### config.mk
export PLATFORM = sky130hd
export DESIGN_NAME = serial_bus_master_flat
export DESIGN_NICKNAME = d
export VERILOG_FILES = /design/src/rtl/serial_bus_master_pkg.sv /design/src/rtl/serial_bus_master_if.sv /design/src/rtl/serial_bus_master_counter.sv /design/src/rtl/serial_bus_master.sv /design/src/flat_wrapper.sv
export SDC_FILE = /design/constraint.sdc
export NUM_CORES = 1
export LEC_CHECK = 0
export ABC_AREA = 1
export CAP_MARGIN = 20
export CORE_ASPECT_RATIO = 0.7
export CORE_MARGIN = 2
export CORE_UTILIZATION = 30
export CTS_CLUSTER_SIZE = 12
export DETAILED_ROUTE_END_ITERATION = 7
export MAX_ROUTING_LAYER = met4
export SETUP_SLACK_MARGIN = 0.05
export SYNTH_ARGS = -nofsm -noshare
export SYNTH_HDL_FRONTEND = slang
export SYNTH_HIERARCHICAL = 1
export SYNTH_SLANG_ARGS = --single-unit
### constraint.sdc
create_clock -name clk -period 2.47 [get_ports clk]
set_input_delay 0.3705 -clock clk [delete_from_list [all_inputs] [get_ports clk]]
set_output_delay 0.3705 -clock clk [all_outputs]
set_load 0.05 [all_outputs]
### src/rtl/serial_bus_master_pkg.sv
// Shared types and constants for the single-bit serial bus (master and 2K slave).
package serial_bus_pkg;

    localparam int unsigned ADDR_BITS = 16;
    localparam int unsigned DATA_BITS = 8;

    // Direction encoding carried on b_rw; the slave decodes the same values.
    localparam logic RW_WRITE = 1'b1;
    localparam logic RW_READ  = 1'b0;

    typedef enum logic [3:0] {
        IDLE,
        ADDR,
        WAIT_ACK_A,
        ACK_A_HI,
        DATA_WR,
        WAIT_ACK_W,
        ACK_W_HI,
        DATA_RD,
        DONE,
        ABORT
    } master_state_e;

    // Width of a counter that must reach max(bits, timeout) without wrapping.
    function automatic int unsigned cnt_width(input int unsigned bits,
                                              input int unsigned timeout);
        int unsigned top;
        top = (bits > timeout) ? bits : timeout;
        return $clog2(top + 1);
    endfunction

endpackage

### src/rtl/serial_bus_master_if.sv
// User-side request/response and serial bus signals of the bus master.
interface serial_bus_master_if #(
    parameter int unsigned ADDR_W = 16,
    parameter int unsigned DATA_W = 8
);
    logic              m_start;
    logic              m_rw;
    logic [ADDR_W-1:0] m_addr;
    logic [DATA_W-1:0] m_wdata;
    logic              m_busy;
    logic              m_dvalid;
    logic [DATA_W-1:0] m_rdata;
    logic              m_err;
    logic              b_util;
    logic              b_rw;
    logic              b_bus_out;
    logic              b_bus_in;
    logic              b_ack;
    logic              b_sbsy;

    modport master (
        input  m_start, m_rw, m_addr, m_wdata, b_bus_in, b_ack, b_sbsy,
        output m_busy, m_dvalid, m_rdata, m_err, b_util, b_rw, b_bus_out
    );

    modport slave (
        output m_start, m_rw, m_addr, m_wdata, b_bus_in, b_ack, b_sbsy,
        input  m_busy, m_dvalid, m_rdata, m_err, b_util, b_rw, b_bus_out
    );
endinterface

### src/rtl/serial_bus_master_counter.sv
// Phase bit / ack-timeout counter with synchronous clear and increment.
module serial_bus_master_counter #(
    parameter int unsigned W = 5
) (
    input  logic         clk,
    input  logic         rst_n,
    input  logic         rst,
    input  logic         incr,
    output logic [W-1:0] count
);

    // Clear has priority over increment.
    always_ff @(posedge clk or negedge rst_n) begin
        if (!rst_n) begin
            count <= '0;
        end else if (rst) begin
            count <= '0;
        end else if (incr) begin
            count <= count + W'(1);
        end
    end

endmodule

### src/rtl/serial_bus_master.sv
// Initiator of the single-bit serial bus: serialises one read/write request,
// handles the two slave ack handshakes and returns read data.
module serial_bus_master
    import serial_bus_pkg::*;
#(
    parameter int unsigned ADDR_W      = ADDR_BITS,
    parameter int unsigned DATA_W      = DATA_BITS,
    parameter int unsigned ACK_TIMEOUT = 8
) (
    input  logic                clk,
    input  logic                rst_n,
    serial_bus_master_if.master bus
);

    localparam int unsigned CNT_W = cnt_width(ADDR_W, ACK_TIMEOUT);
    localparam logic [CNT_W-1:0] ADDR_LAST = CNT_W'(ADDR_W - 1);
    localparam logic [CNT_W-1:0] DATA_LAST = CNT_W'(DATA_W - 1);
    localparam logic [CNT_W-1:0] ACK_LAST  = CNT_W'(ACK_TIMEOUT - 1);

    master_state_e     state;
    master_state_e     state_n;

    logic [CNT_W-1:0]  cnt;
    logic              cnt_clr;
    logic              cnt_incr;

    logic              rw_q;
    logic              rw_n;
    logic [ADDR_W-1:0] addr_sr;
    logic [ADDR_W-1:0] addr_sr_n;
    logic [DATA_W-1:0] wd_sr;
    logic [DATA_W-1:0] wd_sr_n;
    logic [DATA_W-1:0] rd_sr;
    logic [DATA_W-1:0] rd_sr_n;

    logic              busy_q;
    logic              dvalid_q;
    logic              err_q;
    logic              util_q;
    logic              rw_out_q;
    logic              bus_out_q;
    logic [DATA_W-1:0] rdata_q;

    logic              busy_d;
    logic              dvalid_d;
    logic              err_d;
    logic              util_d;
    logic              rw_out_d;
    logic              bus_out_d;
    logic [DATA_W-1:0] rdata_d;

    // Slave busy is observed on the bus but does not steer the master.
    logic              unused_sbsy;
    assign unused_sbsy = bus.b_sbsy;

    serial_bus_master_counter #(
        .W (CNT_W)
    ) u_cnt (
        .clk   (clk),
        .rst_n (rst_n),
        .rst   (cnt_clr),
        .incr  (cnt_incr),
        .count (cnt)
    );

    // State register.
    always_ff @(posedge clk or negedge rst_n) begin
        if (!rst_n) begin
            state <= IDLE;
        end else begin
            state <= state_n;
        end
    end

    // Next state, counter control, shift registers and the next serial bit.
    always_comb begin
        state_n   = state;
        cnt_clr   = 1'b0;
        cnt_incr  = 1'b0;
        rw_n      = rw_q;
        addr_sr_n = addr_sr;
        wd_sr_n   = wd_sr;
        rd_sr_n   = rd_sr;
        bus_out_d = 1'b0;
        rdata_d   = rdata_q;

        unique case (state)
            IDLE: begin
                if (bus.m_start) begin
                    state_n   = ADDR;
                    cnt_clr   = 1'b1;
                    rw_n      = bus.m_rw;
                    addr_sr_n = bus.m_addr;
                    wd_sr_n   = bus.m_wdata;
                    rd_sr_n   = '0;
                    bus_out_d = bus.m_addr[0];
                end
            end
            ADDR: begin
                if (cnt == ADDR_LAST) begin
                    state_n = WAIT_ACK_A;
                    cnt_clr = 1'b1;
                end else begin
                    cnt_incr  = 1'b1;
                    addr_sr_n = addr_sr >> 1;
                    bus_out_d = addr_sr[1];
                end
            end
            WAIT_ACK_A, WAIT_ACK_W: begin
                if (bus.b_ack) begin
                    state_n = (state == WAIT_ACK_A) ? ACK_A_HI : ACK_W_HI;
                    cnt_clr = 1'b1;
                end else if (cnt == ACK_LAST) begin
                    state_n = ABORT;
                    cnt_clr = 1'b1;
                end else begin
                    cnt_incr = 1'b1;
                end
            end
            ACK_A_HI: begin
                cnt_clr = 1'b1;
                if (!bus.b_ack) begin
                    if (rw_q == RW_WRITE) begin
                        state_n   = DATA_WR;
                        bus_out_d = wd_sr[0];
                    end else begin
                        state_n = DATA_RD;
                    end
                end
            end
            DATA_WR: begin
                if (cnt == DATA_LAST) begin
                    state_n = WAIT_ACK_W;
                    cnt_clr = 1'b1;
                end else begin
                    cnt_incr  = 1'b1;
                    wd_sr_n   = wd_sr >> 1;
                    bus_out_d = wd_sr[1];
                end
            end
            ACK_W_HI: begin
                cnt_clr = 1'b1;
                if (!bus.b_ack) begin
                    state_n = DONE;
                end
            end
            DATA_RD: begin
                // Bits arrive LSB first, so shift in from the top.
                rd_sr_n = {bus.b_bus_in, rd_sr[DATA_W-1:1]};
                if (cnt == DATA_LAST) begin
                    state_n = DONE;
                    cnt_clr = 1'b1;
                    rdata_d = {bus.b_bus_in, rd_sr[DATA_W-1:1]};
                end else begin
                    cnt_incr = 1'b1;
                end
            end
            DONE, ABORT: begin
                state_n = IDLE;
                cnt_clr = 1'b1;
            end
            default: begin
                state_n = IDLE;
                cnt_clr = 1'b1;
            end
        endcase
    end

    // Status outputs follow the state being entered so they line up with it.
    always_comb begin
        busy_d   = (state_n != IDLE);
        util_d   = (state_n != IDLE) && (state_n != ABORT);
        dvalid_d = (state_n == DONE);
        err_d    = (state_n == ABORT);
        rw_out_d = util_d && rw_n;
    end

    // Request latches and shift registers.
    always_ff @(posedge clk or negedge rst_n) begin
        if (!rst_n) begin
            rw_q    <= 1'b0;
            addr_sr <= '0;
            wd_sr   <= '0;
            rd_sr   <= '0;
        end else begin
            rw_q    <= rw_n;
            addr_sr <= addr_sr_n;
            wd_sr   <= wd_sr_n;
            rd_sr   <= rd_sr_n;
        end
    end

    // Registered outputs.
    always_ff @(posedge clk or negedge rst_n) begin
        if (!rst_n) begin
            busy_q    <= 1'b0;
            dvalid_q  <= 1'b0;
            err_q     <= 1'b0;
            util_q    <= 1'b0;
            rw_out_q  <= 1'b0;
            bus_out_q <= 1'b0;
            rdata_q   <= '0;
        end else begin
            busy_q    <= busy_d;
            dvalid_q  <= dvalid_d;
            err_q     <= err_d;
            util_q    <= util_d;
            rw_out_q  <= rw_out_d;
            bus_out_q <= bus_out_d;
            rdata_q   <= rdata_d;
        end
    end

    assign bus.m_busy    = busy_q;
    assign bus.m_dvalid  = dvalid_q;
    assign bus.m_err     = err_q;
    assign bus.b_util    = util_q;
    assign bus.b_rw      = rw_out_q;
    assign bus.b_bus_out = bus_out_q;
    assign bus.m_rdata   = rdata_q;

endmodule

### src/flat_wrapper.sv
// flat-port wrapper written by rule: the top's interface ports become plain ports
module serial_bus_master_flat import serial_bus_pkg::*;
#(
    parameter int unsigned ADDR_W      = ADDR_BITS,
    parameter int unsigned DATA_W      = DATA_BITS,
    parameter int unsigned ACK_TIMEOUT = 8
)
  (clk, rst_n, bus_m_start, bus_m_rw, bus_m_addr, bus_m_wdata, bus_b_bus_in, bus_b_ack, bus_b_sbsy, bus_m_busy, bus_m_dvalid, bus_m_rdata, bus_m_err, bus_b_util, bus_b_rw, bus_b_bus_out);
  serial_bus_master_if #(.ADDR_W(ADDR_W), .DATA_W(DATA_W)) bus_i ();
  input  logic clk;
  input  logic rst_n;
  input wire logic [$bits(bus_i.m_start)-1:0] bus_m_start;
  input wire logic [$bits(bus_i.m_rw)-1:0] bus_m_rw;
  input wire logic [$bits(bus_i.m_addr)-1:0] bus_m_addr;
  input wire logic [$bits(bus_i.m_wdata)-1:0] bus_m_wdata;
  input wire logic [$bits(bus_i.b_bus_in)-1:0] bus_b_bus_in;
  input wire logic [$bits(bus_i.b_ack)-1:0] bus_b_ack;
  input wire logic [$bits(bus_i.b_sbsy)-1:0] bus_b_sbsy;
  output wire logic [$bits(bus_i.m_busy)-1:0] bus_m_busy;
  output wire logic [$bits(bus_i.m_dvalid)-1:0] bus_m_dvalid;
  output wire logic [$bits(bus_i.m_rdata)-1:0] bus_m_rdata;
  output wire logic [$bits(bus_i.m_err)-1:0] bus_m_err;
  output wire logic [$bits(bus_i.b_util)-1:0] bus_b_util;
  output wire logic [$bits(bus_i.b_rw)-1:0] bus_b_rw;
  output wire logic [$bits(bus_i.b_bus_out)-1:0] bus_b_bus_out;
  assign bus_i.m_start = bus_m_start;
  assign bus_i.m_rw = bus_m_rw;
  assign bus_i.m_addr = bus_m_addr;
  assign bus_i.m_wdata = bus_m_wdata;
  assign bus_i.b_bus_in = bus_b_bus_in;
  assign bus_i.b_ack = bus_b_ack;
  assign bus_i.b_sbsy = bus_b_sbsy;
  assign bus_m_busy = bus_i.m_busy;
  assign bus_m_dvalid = bus_i.m_dvalid;
  assign bus_m_rdata = bus_i.m_rdata;
  assign bus_m_err = bus_i.m_err;
  assign bus_b_util = bus_i.b_util;
  assign bus_b_rw = bus_i.b_rw;
  assign bus_b_bus_out = bus_i.b_bus_out;
  serial_bus_master #(.ADDR_W(ADDR_W), .DATA_W(DATA_W), .ACK_TIMEOUT(ACK_TIMEOUT)) u_core (.clk(clk), .rst_n(rst_n), .bus(bus_i));
endmodule
==> results.txt <==
Combinational share of power - 47.7%
CTS Buf Count - 5
First-pass GRT wire length - 9860 um
Max-slew violation count - 0
Num ports - 45
Worst slew margin relative to its limit - 54.0%
FP Rows - 29
Die area - 9870 um2
Grt met1 use - 17.1%
Overall Power - 4.04 mW
Setup-failing EPs final - 0
Core area - 8930 um2
Register bit total from synthesis - 54
CP cell instances - nor2_2 -> nand2_2 -> nor2_4 -> nor2_1 -> nand4_1 -> nor2_4 -> nor2_2 -> a21oi_1 -> nor2_1
Via density - 4.53
Distinct cells, synth - 28
Vias in the first global route - 2151
Fin nets - 386
Post_cts resized - 0
P_int - 2.34 mW
Die span in y - 83.7 um
R2R cell count - 9
Initial Utilization - 30.5%
Fin crit share - 80.1%
H-tree depth - 2
Startpoint types - flop
Min Hold Slack - 0.210 ns
CTS Buffer Depth - 2
Crit-path slowest cell - dfrtp_1
CP arrival - 2.16 ns
Worst VDD drop - 461 uV
Max Fclk - 0.505 GHz
Minimum clock period - 1.98 ns
Hold Crit Class - in2async
Clock Power Share - 19.3%
CTS tree - built
RD Place Congestion - 0.866
Reg-to-reg endpoint - u_core/u_cnt/count[3]
Antenna-violating nets left - 0
CP required - 2.65 ns
P per Cell Area - 1180 nW/um2
Ys Warns - 6
Share of layout cells above drive strength 1 - 16.3%
Crit path largest cell delay - 0.56 ns
Gr usage total - 12.3%
Worst r2r src - u_core/state[1]
Static leakage - 1.55 nW
Post-Syn Area - 2720 um2
DP HPWL - 3930 um
Delay-heaviest family, CP - simple AND/OR/NAND/NOR gates
Sum of negative setup slack - 0 ns
Grt ovf - 0
Port Buffer Count - 43
Iter 0 DRT Violations - 75
Mapped Avg Cell Area - 8.75 um2
Final wirelength - 5490 um
# diodes - 0
Post CTS Setup Buffer Count - 0
CP Class - reg2reg
Routed len/inst - 11.5 um
R2R Setup Slk - 0.49 ns
CP Capture Type - flop
Clk sink count - 54
Critical path peak fanout - 9
Worst-skew pair later-pin latency - 0.29 ns
Status - finished clean
Crit path capture - u_core/u_cnt/count[3]
Sequential area share after synthesis - 49.6%
Hold Fails Final Rpt - 0
Clk slew on worst S/H paths - 0.07 ns
P_sw - 1.70 mW
Post-CTS Hold Buffers - 0
Root Buffer - clkbuf_16
Post-Synthesis Cells - 311
Syn Nets - 343
Largest net degree at the start of global routing - 55
Switch share - 42.1%
Final core utilization - 38.2%
Clock Skew - 0.00755 ns
Initial antenna violation count - 0
Fill cells - 935
Slew @ Worst Pin - 0.690 ns
Sequential power share - 33.0%
Multi-input logic area - 1090 um2
Buffers & Inverters on Critical Path - 0
GR peak layer - met2
Met3 usage - 2.87%
Beginning of the critical path - u_core/state[1]
RSZ-0062 raised after global routing - no
Drc violations - 0
Max Cap Violations - 0
M2 GR Usage - 18.4%
Worst path depth - 9
Area grow syn2layout - 25.2%
1st-pass router iterations - 4
FF+latch area - 1350 um2
Die width - 118 um
DR vias - 2169
==> cell usage after synthesis, drive strengths merged <==
library cell	n	area share [%]
ha	1	0.46
o211ai	20	6.4
xnor2	1	0.32
dfrtp	54	50
o22ai	7	1.6
inv	51	7.0
nor3	2	0.37
buf	10	3.0
nand2	72	11
nor2	32	7.2
clkinv	1	0.14
o21ai	35	7.0
a31oi	2	0.46
nand4	4	0.92
o2111ai	2	0.64
a21oi	4	0.74
nand3	13	3.1
==> worst min-delay path by stage <==
stage	from	end	cells past startpoint	slack, ns
finish	rst_n	u_core/addr_sr[6]	2	0.21
global route	rst_n	u_core/addr_sr[6]	2	0.28
CTS	rst_n	u_core/addr_sr[6]	2	0.25
detailed placement	u_core/bus.m_rdata[1]	u_core/bus.m_rdata[1]	2	0.47
global placement	u_core/bus.m_rdata[3]	u_core/bus.m_rdata[3]	2	0.47
floorplan	rst_n	u_core/addr_sr[10]	0	0.07
==> cell families (layout without fill, tap and decap cells) <==
kind of cell	Yosys count	after routing	share of synthesized area [%]
buffers and inverters	62	106	10.2
AO/OA/AOI/OAI	70	70	16.9
XOR/XNOR	1	1	0.322
adder cells (fa/ha/maj)	1	1	0.459
flip-flops	54	54	49.6
AND/OR/NAND/NOR	123	123	22.5
==> through the flow <==
stage | std cells | area, um2 | setup WS (ns)
2_1_floorplan | 311 | 2720 | 0.782
3_3_place_gp | 471 | 3240 | 0.443
3_5_place_dp | 471 | 3240 | 0.418
4_1_cts | 479 | 3410 | 0.550
5_1_grt | 479 | 3410 | 0.363
6_report | 479 | 3410 | 0.491
==> flip-flops by register name, indices dropped and copies added, names as in the netlist <==
register and cells:
u_core/bus.b_bus_out 1, u_core/rd_sr 7, u_core/rw_q 1, u_core/bus.b_util 1, u_core/bus.m_err 1, u_core/bus.m_dvalid 1
u_core/bus.m_rdata 8, u_core/state 4, u_core/wd_sr 8, u_core/addr_sr 15, u_core/bus.b_rw 1, u_core/u_cnt/count 5
u_core/bus.m_busy 1
==> layout make-up <==
cell class / instances / area share [%]
timing repair buffer: 46 / 13.1
clock inverter: 3 / 1.17
inverter: 52 / 5.73
tap: 124 / 4.55
clock buffer: 5 / 3.67
sequential: 54 / 39.6
multi-input combinational: 195 / 32.1
==> placed cells by master (no fill, tap or decap), types with 5 or more instances in the layout <==
cell / Yosys / layout
o22ai_1: 7 / 7
o21ai_0: 18 / 18
nand2_1: 61 / 61
clkbuf_16: 0 / 5
inv_1: 43 / 43
nand2_2: 11 / 11
o211ai_1: 15 / 15
inv_2: 8 / 8
clkdlybuf4s50_1: 0 / 42
nand3_1: 9 / 9
nor2_2: 6 / 6
o21ai_1: 13 / 13
o211ai_2: 5 / 5
nor2_4: 8 / 8
nor2_1: 18 / 18
dfrtp_1: 54 / 54
==> power groups by stage <==
| stage | sequential, mW | clock [mW] | combinational [mW] |
|---|---|---|---|
| floorplan | 1.41 | 0 | 1.59 |
| global placement | 1.34 | 0 | 1.90 |
| detailed placement | 1.35 | 0 | 1.94 |
| CTS | 1.33 | 0.812 | 1.95 |
| global route | 1.37 | 0.840 | 2.21 |
| finish | 1.33 | 0.781 | 1.92 |
==> layer usage <==
layer | vias to the layer above | routed length [um]
li1 | 1102 | -
met1 | 1020 | 2820
met2 | 41 | 2460
met3 | 6 | 173
met4 | 0 | 36
met5 | - | 0
(Power assumes the default switching activity.)
